===== config.mk =====
export PLATFORM = sky130hd
export DESIGN_NAME = mult_seq
export DESIGN_NICKNAME = d
export VERILOG_FILES = /design/src/rtl/mult_pkg.sv /design/src/rtl/add_sub_ext.sv /design/src/rtl/full_adder.sv /design/src/rtl/mult_seq.sv
export SDC_FILE = /design/constraint.sdc
export NUM_CORES = 1
export LEC_CHECK = 0
export CAP_MARGIN = 40
export CORE_ASPECT_RATIO = 1.5
export CORE_MARGIN = 2
export CORE_UTILIZATION = 55
export CTS_BUF_LIST = sky130_fd_sc_hd__clkbuf_8
export DETAILED_ROUTE_END_ITERATION = 8
export GPL_TIMING_DRIVEN = 0
export PLACE_DENSITY = 0.83
export SYNTH_ARGS = -nofsm -noshare
export SYNTH_HDL_FRONTEND = slang
export SYNTH_SLANG_ARGS = --single-unit

===== constraint.sdc =====
create_clock -name Clk -period 13.12 [get_ports Clk]
set_input_delay 3.936 -clock Clk [delete_from_list [all_inputs] [get_ports Clk]]
set_output_delay 3.936 -clock Clk [all_outputs]
set_load 0.01 [all_outputs]

===== src/rtl/mult_pkg.sv =====
// mult_pkg: shared types and constants for the sequential signed multiplier.
//   state_t : sequencer states (IDLE, CLR, ADD, SHIFT, DONE)
//   WIDTH   : default operand width
//   CNT_W   : iteration counter width for the default operand width
package mult_pkg;

    typedef enum logic [2:0] {
        IDLE,
        CLR,
        ADD,
        SHIFT,
        DONE
    } state_t;

    localparam int unsigned WIDTH = 8;
    localparam int unsigned CNT_W = $clog2(WIDTH);

endpackage


===== src/rtl/add_sub_ext.sv =====
// add_sub_ext: N-bit ripple-carry add/subtract built from full_adder cells.
//   a    : first operand
//   b    : second operand
//   fn   : 0 = a + b, 1 = a - b (inverts b and injects carry-in)
//   s    : result modulo 2^N
//   cout : carry out of the top cell
module add_sub_ext #(
    parameter int unsigned N = 9
) (
    input  logic [N-1:0] a,
    input  logic [N-1:0] b,
    input  logic         fn,
    output logic [N-1:0] s,
    output logic         cout
);

    logic [N-1:0] bx;
    logic [N:0]   c;

    assign bx   = b ^ {N{fn}};
    assign c[0] = fn;
    assign cout = c[N];

    for (genvar i = 0; i < N; i++) begin : g_fa
        full_adder u_fa (
            .a   (a[i]),
            .b   (bx[i]),
            .cin (c[i]),
            .s   (s[i]),
            .cout(c[i+1])
        );
    end

endmodule


===== src/rtl/full_adder.sv =====
// full_adder: single-bit full adder cell.
//   a, b  : operand bits
//   cin   : carry in
//   s     : sum bit
//   cout  : carry out
module full_adder (
    input  logic a,
    input  logic b,
    input  logic cin,
    output logic s,
    output logic cout
);

    assign s    = a ^ b ^ cin;
    assign cout = (a & b) | (cin & (a ^ b));

endmodule


===== src/rtl/mult_seq.sv =====
// mult_seq: sequential signed shift-add multiplier.
// Holds multiplicand M, accumulator {X,A} and multiplier B; runs WIDTH
// add/shift iterations to form the 2*WIDTH-bit signed product in {A,B}.
//   Clk     : system clock, rising edge
//   Reset_n : asynchronous active-low reset
//   Start   : begin a multiply (sampled in IDLE only)
//   Load_B  : load S into B (sampled in IDLE only)
//   S       : operand bus for multiplicand and multiplier
//   Busy    : high in CLR, ADD and SHIFT
//   Done    : one-cycle pulse in DONE
//   X       : accumulator sign-extension bit
//   A       : upper product half
//   B       : lower product half / multiplier
module mult_seq
    import mult_pkg::*;
#(
    parameter int unsigned WIDTH = 8
) (
    input  logic             Clk,
    input  logic             Reset_n,
    input  logic             Start,
    input  logic             Load_B,
    input  logic [WIDTH-1:0] S,
    output logic             Busy,
    output logic             Done,
    output logic             X,
    output logic [WIDTH-1:0] A,
    output logic [WIDTH-1:0] B
);

    localparam int unsigned   CW   = $clog2(WIDTH);
    localparam logic [CW-1:0] LAST = CW'(WIDTH - 1);

    state_t         state;
    state_t         state_nx;
    logic [WIDTH-1:0] m;
    logic [CW-1:0]  count;
    logic           last;
    logic [WIDTH:0] sum;
    logic           add_cout_unused;

    assign last = (count == LAST);

    // The final iteration weighs the multiplier sign bit, so it subtracts.
    add_sub_ext #(
        .N(WIDTH + 1)
    ) u_add_sub (
        .a   ({A[WIDTH-1], A}),
        .b   ({m[WIDTH-1], m}),
        .fn  (last),
        .s   (sum),
        .cout(add_cout_unused)
    );

    always_ff @(posedge Clk or negedge Reset_n) begin
        if (!Reset_n) begin
            state <= IDLE;
        end else begin
            state <= state_nx;
        end
    end

    always_comb begin
        state_nx = state;
        Busy     = 1'b0;
        Done     = 1'b0;
        case (state)
            IDLE: begin
                if (Start) begin
                    state_nx = CLR;
                end
            end
            CLR: begin
                Busy     = 1'b1;
                state_nx = ADD;
            end
            ADD: begin
                Busy     = 1'b1;
                state_nx = SHIFT;
            end
            SHIFT: begin
                Busy     = 1'b1;
                state_nx = last ? DONE : ADD;
            end
            DONE: begin
                Done     = 1'b1;
                state_nx = IDLE;
            end
            default: begin
                state_nx = IDLE;
            end
        endcase
    end

    always_ff @(posedge Clk or negedge Reset_n) begin
        if (!Reset_n) begin
            X     <= 1'b0;
            A     <= '0;
            B     <= '0;
            m     <= '0;
            count <= '0;
        end else begin
            case (state)
                IDLE: begin
                    if (Load_B) begin
                        B <= S;
                    end
                    if (Start) begin
                        m <= S;
                    end
                end
                CLR: begin
                    X     <= 1'b0;
                    A     <= '0;
                    count <= '0;
                end
                ADD: begin
                    if (B[0]) begin
                        {X, A} <= sum;
                    end
                end
                SHIFT: begin
                    // Arithmetic right shift of {X,A,B}; X keeps its value.
                    A     <= {X, A[WIDTH-1:1]};
                    B     <= {A[0], B[WIDTH-1:1]};
                    count <= count + 1'b1;
                end
                default: begin
                end
            endcase
        end
    end

endmodule


After elaboration in Yosys (flattened, before gate mapping)
Index checks and enable logic that the tools add are counted.
{ "classes": {"n_addsub": 1, "eq_ne": 8, "muxes": 12, "bitwise": 43, "n_reduce_logical": 10} }
{ "ops": {"columns": ["cell", "count"], "rows": [
  ["8-bit case mux with 3 select lines", 1],
  ["1-bit XOR", 18],
  ["1-bit AND", 16],
  ["8-bit 2-to-1 mux", 2],
  ["8-bit case mux with 2 select lines", 1],
  ["3-bit case mux with 4 select lines", 1],
  ["9-bit XOR", 1],
  ["1-bit OR", 8],
  ["2-bit AND reduction", 4],
  ["3-bit by 2-bit == test with 1-bit output (second input constant)", 2],
  ["3-bit == test (second input constant)", 2],
  ["3-bit 2-to-1 mux", 2],
  ["2-bit inequality test (second input constant)", 3],
  ["3-bit case mux with 2 select lines", 1],
  ["2-bit nonzero test", 3],
  ["3-bit by 1-bit adder with 3-bit output (second input constant)", 1],
  ["3-bit by 1-bit == test with 1-bit output (second input constant)", 1],
  ["3-bit logical NOT", 1],
  ["1-bit 2-to-1 mux", 3],
  ["3-bit nonzero test", 1],
  ["3-bit OR reduction", 1],
  ["1-bit case mux with 2 select lines", 1]
]} }
{ "word_totals": {"wordCells": 80, "inputBits": 12, "register_bits": 31} }

Longest topological paths before layout
{ "logic_depth": {"ltp_word": 22, "depth_mapped": 15, "depth_no_buf": 14} }

By module
From an unflattened synthesis, not the netlist that was laid out.
{ "unflattened": {"cells_unflattened": 130, "area_unflattened_um2": 1746.7} }
{ "by_module_without_submodules": {"columns": ["module", "instances", "cells_each", "seq_area_each_um2", "area_per_inst_um2"], "rows": [
  ["mult_seq", 1, 111, 775.7, 1476.4],
  ["full_adder", 9, 1, 0.0, 20.0],
  ["add_sub_ext", 1, 10, 0.0, 90.1]
]} }

Least setup slack after synthesis
No wires, ideal clock.
{ "synth_path": {"path_type": "input -> register", "from": "input Load_B", "to": "register B[2]", "path_buffers": 0, "setup_slack_ns": 8.052, "t_arrival_ns": 4.943, "setup_time_ns": 0.125, "t_required_ns": 12.995, "cell_stages": 3, "path_cell_list": "or3b_1 -> a21oi_4 -> mux2_2"} }
{ "synth_via": {"elab_chain_len": 2} }
{ "synth_rtl": {"columns": ["element", "line_no", "rtl"], "rows": [
  ["from (decl)", "mult_seq.sv:22", "input logic Load_B,"],
  ["2-bit inequality test (no line)", null, null],
  ["2-bit AND reduction (no line)", null, null],
  ["to (signal assigned)", "mult_seq.sv:125", "B <= {A[0], B[WIDTH-1:1]};"],
  ["to (decl)", "mult_seq.sv:28", "output logic [WIDTH-1:0] B"]
]} }
Every way passes these cells.
A chain may end at the register's enable or synchronous reset.

Final worst setup path
{ "layout_path": {"from": "register state[2]", "to": "output Done"} }
{ "layout_via": {"elab_chain_len": 2} }
{ "layout_rtl": {"columns": ["element", "line_no", "rtl"], "rows": [
  ["from (decl)", "mult_seq.sv:34", "state_t state;"],
  ["from (signal assigned)", "mult_seq.sv:59", "state <= state_nx;"],
  ["3-bit == test", "mult_seq.sv:67", "case (state)"],
  ["1-bit 2-to-1 mux", "mult_seq.sv:67", null],
  ["to (decl)", "mult_seq.sv:25", "output logic Done,"]
]} }
Every way passes these cells.

==> results.cfg <==
[sta]
finalMaxSlewViolations = 0
hold_violations = 0
tns_ns = 0
rsz0062_at_grt = false
setup_viol = 0
skew_ns = 0.00433
max_freq_ghz = 0.173
relSlewSlack_pct = 46.4
setup_slack_ns = 7.35
min_period_ns = 5.77
worst_pin_slew_ns = 0.801
whs_ns = 0.507
post-route-period-util_pct = 44.0

[routing]
drt_pre_antenna_iters = 4
wl_per_cell_um = 15.7
drc = 0
final_antenna_net_count = 0
drtIter0Drc = 24
vias = 1254
viasPerCell = 5.52
drt-total-wl_um = 3560

[synthesis]
syn-num-nets = 171
postSynthAreaPerCell_sq_um = 12.0
synth_warnings = 0
ys_ff_latch = 31
ys_types = 33
synthCells = 150
ys_seq_area_share_pct = 43.1
netlist_area_sq_um = 1800

[setup_path]
critPathCaptureType = output pin
required_ns = 9.18
r2r_slack_ns = 8.53
worstPathMaxFanout = 10
cp-start-kind = flip-flop
arrival_ns = 1.84
critical_path_class = flip-flop to output pin

[clock_network]
cts_buffer_depth = 2
htree_levels = 2
clock_latency_ns = 0.28
clkSinkCount = 31
holdBufCountCts = 0
cts_tree = yes
cts_root_buffer = clkbuf_8
clk_pin_slew_ns = 0.06
cts_resized = 0
cts_buffers = 5
postCtsSetupBuffers = 0

[floorplan]
dieHeight_um = 74.0
rows = 25
core_area_sq_um = 3130
io_pins = 31
die_area_sq_um = 3750
start_util_pct = 57.5
fp.dieW_um = 50.7

[global_route]
antenna_found_initial = 0
grt_pass1_vias = 1386
grtUsageMet3_pct = 5.82
grt_use_met1_pct = 24.6
grt_pass1_wl_um = 6240
overflow = 0
grt_usage_pct = 22.7
grtUsageMet2_pct = 39.8
grt_max_degree = 19
grt_busiest_layer = met2

[layout]
drive_gt1_share_pct = 24.6
final_area_sq_um = 2240
fill_cells = 231
antenna_cells = 0
syn2layout_area_growth_pct = 24.4
final_nets = 209

[pwr]
peakVddDrop_uv = 158
power.leakage_uw = 0.00101
power_density_nw_per_um2 = 275

[place]
placed_area_sq_um = 2160
place_ws_ns = 7.49
io_buffers = 30
hpwl_um = 2790
gp_congestion = 0.887

[run]
cap_violations = 0

[worst_hold_path]
min_path_type = flip-flop to flip-flop

[status]
status = complete, no violations
per-layer routing:
metal / up-vias / share of wire (%) / wire length (um)
met3: 8 / 4.1 / 145
met1: 625 / 37 / 1330
met5: - / 0 / 0
met4: 0 / 2.7 / 97
met2: 34 / 56 / 1980
li1: 587 / - / -
state kept, by name, summed over array words and instances (netlist names):
name / flops
m: 8
A: 8
B: 8
count: 3
state: 3
X: 1
synthesized netlist by cell type, drive strengths merged:
cell	count	area share [%]
nor2	3	0.63
dfrtp	31	43
ha	2	1.4
mux2i	2	1.1
a22o	1	0.49
inv	8	1.7
o41ai	1	0.49
fa	7	7.8
or3b	1	0.49
a211oi	1	0.42
nor3b	1	0.70
a21oi	2	1.4
and3	1	0.35
buf	13	5.8
xor2	5	2.4
xnor2	2	0.97
or2b	1	0.42
a22oi	7	2.9
and3b	1	0.49
nand2	8	1.7
nor3	2	0.56
nand2b	1	0.35
o22ai	1	0.35
or2	1	0.35
and2	2	0.70
mux2	22	15
nor4b	1	1.3
clkbuf	3	0.63
o21ai	18	5.0
a32oi	1	0.49
worst paths after layout:
kind / startpoint / endpoint / depth (start not counted)
min in group asynchronous: Reset_n / A[5] / 1
setup reg to reg: count[0] / X / 15
hold reg to reg: count[1] / count[1] / 2
max in group asynchronous: Reset_n / B[0] / 2
hold / removal: count[1] / count[1] / 2
setup / recovery: state[2] / Done / 4
metrics by stage:
stage / total power, uW / util, % / instances
4_1_cts: 618 / 71.5 / 227
6_report: 615 / 71.5 / 227
3_3_place_gp: 527 / 68.7 / 220
2_1_floorplan: 437 / - / 150
3_5_place_dp: 551 / 69.2 / 221
5_1_grt: 666 / 71.5 / 227
placed cells by master, fill, tap and decap left out, types with 5 or more instances in the layout:
cell type / Yosys / routed
clkbuf_8: 0 / 5
a22oi_1: 7 / 7
inv_1: 8 / 9
dfrtp_1: 31 / 31
nand2_1: 8 / 8
o21ai_0: 18 / 18
clkdlybuf4s50_1: 0 / 30
buf_4: 11 / 11
fa_1: 7 / 7
mux2_4: 8 / 8
mux2_2: 14 / 14
xor2_1: 5 / 5
layout make-up:
class	count	area (sq um)	share of cell area (%)
multi-input combinational	95	876	39.2
clock buffer	5	68.8	3.08
sequential	31	776	34.7
buffer	16	116	5.20
tap	40	50.0	2.24
timing repair buffer	31	315	14.1
inverter	8	30.0	1.34
clock inverter	1	3.75	0.168
critical path, stage by stage (launching register included):
cell and delay, ns:
dfrtp_1 0.34, buf_6 0.15, clkbuf_1 0.33, and2_1 0.19, clkdlybuf4s50_1 0.53
kinds of logic after synthesis:
kind of cell	synth area share [%]
AO/OA/AOI/OAI	11.6
flip-flops	43.1
buffers and inverters	8.14
multiplexers	16.6
AND/OR/NAND/NOR	8.00
adder cells (fa/ha/maj)	9.19
XOR/XNOR	3.41
report_power, final:
part	switching, uW	internal (uW)	leakage, uW
combinational	162	200	0.000593
sequential	41.5	145	0.000378
clock	31.9	34.4	0.0000413
total	236	379	0.00101
(Power assumes the default switching activity.)
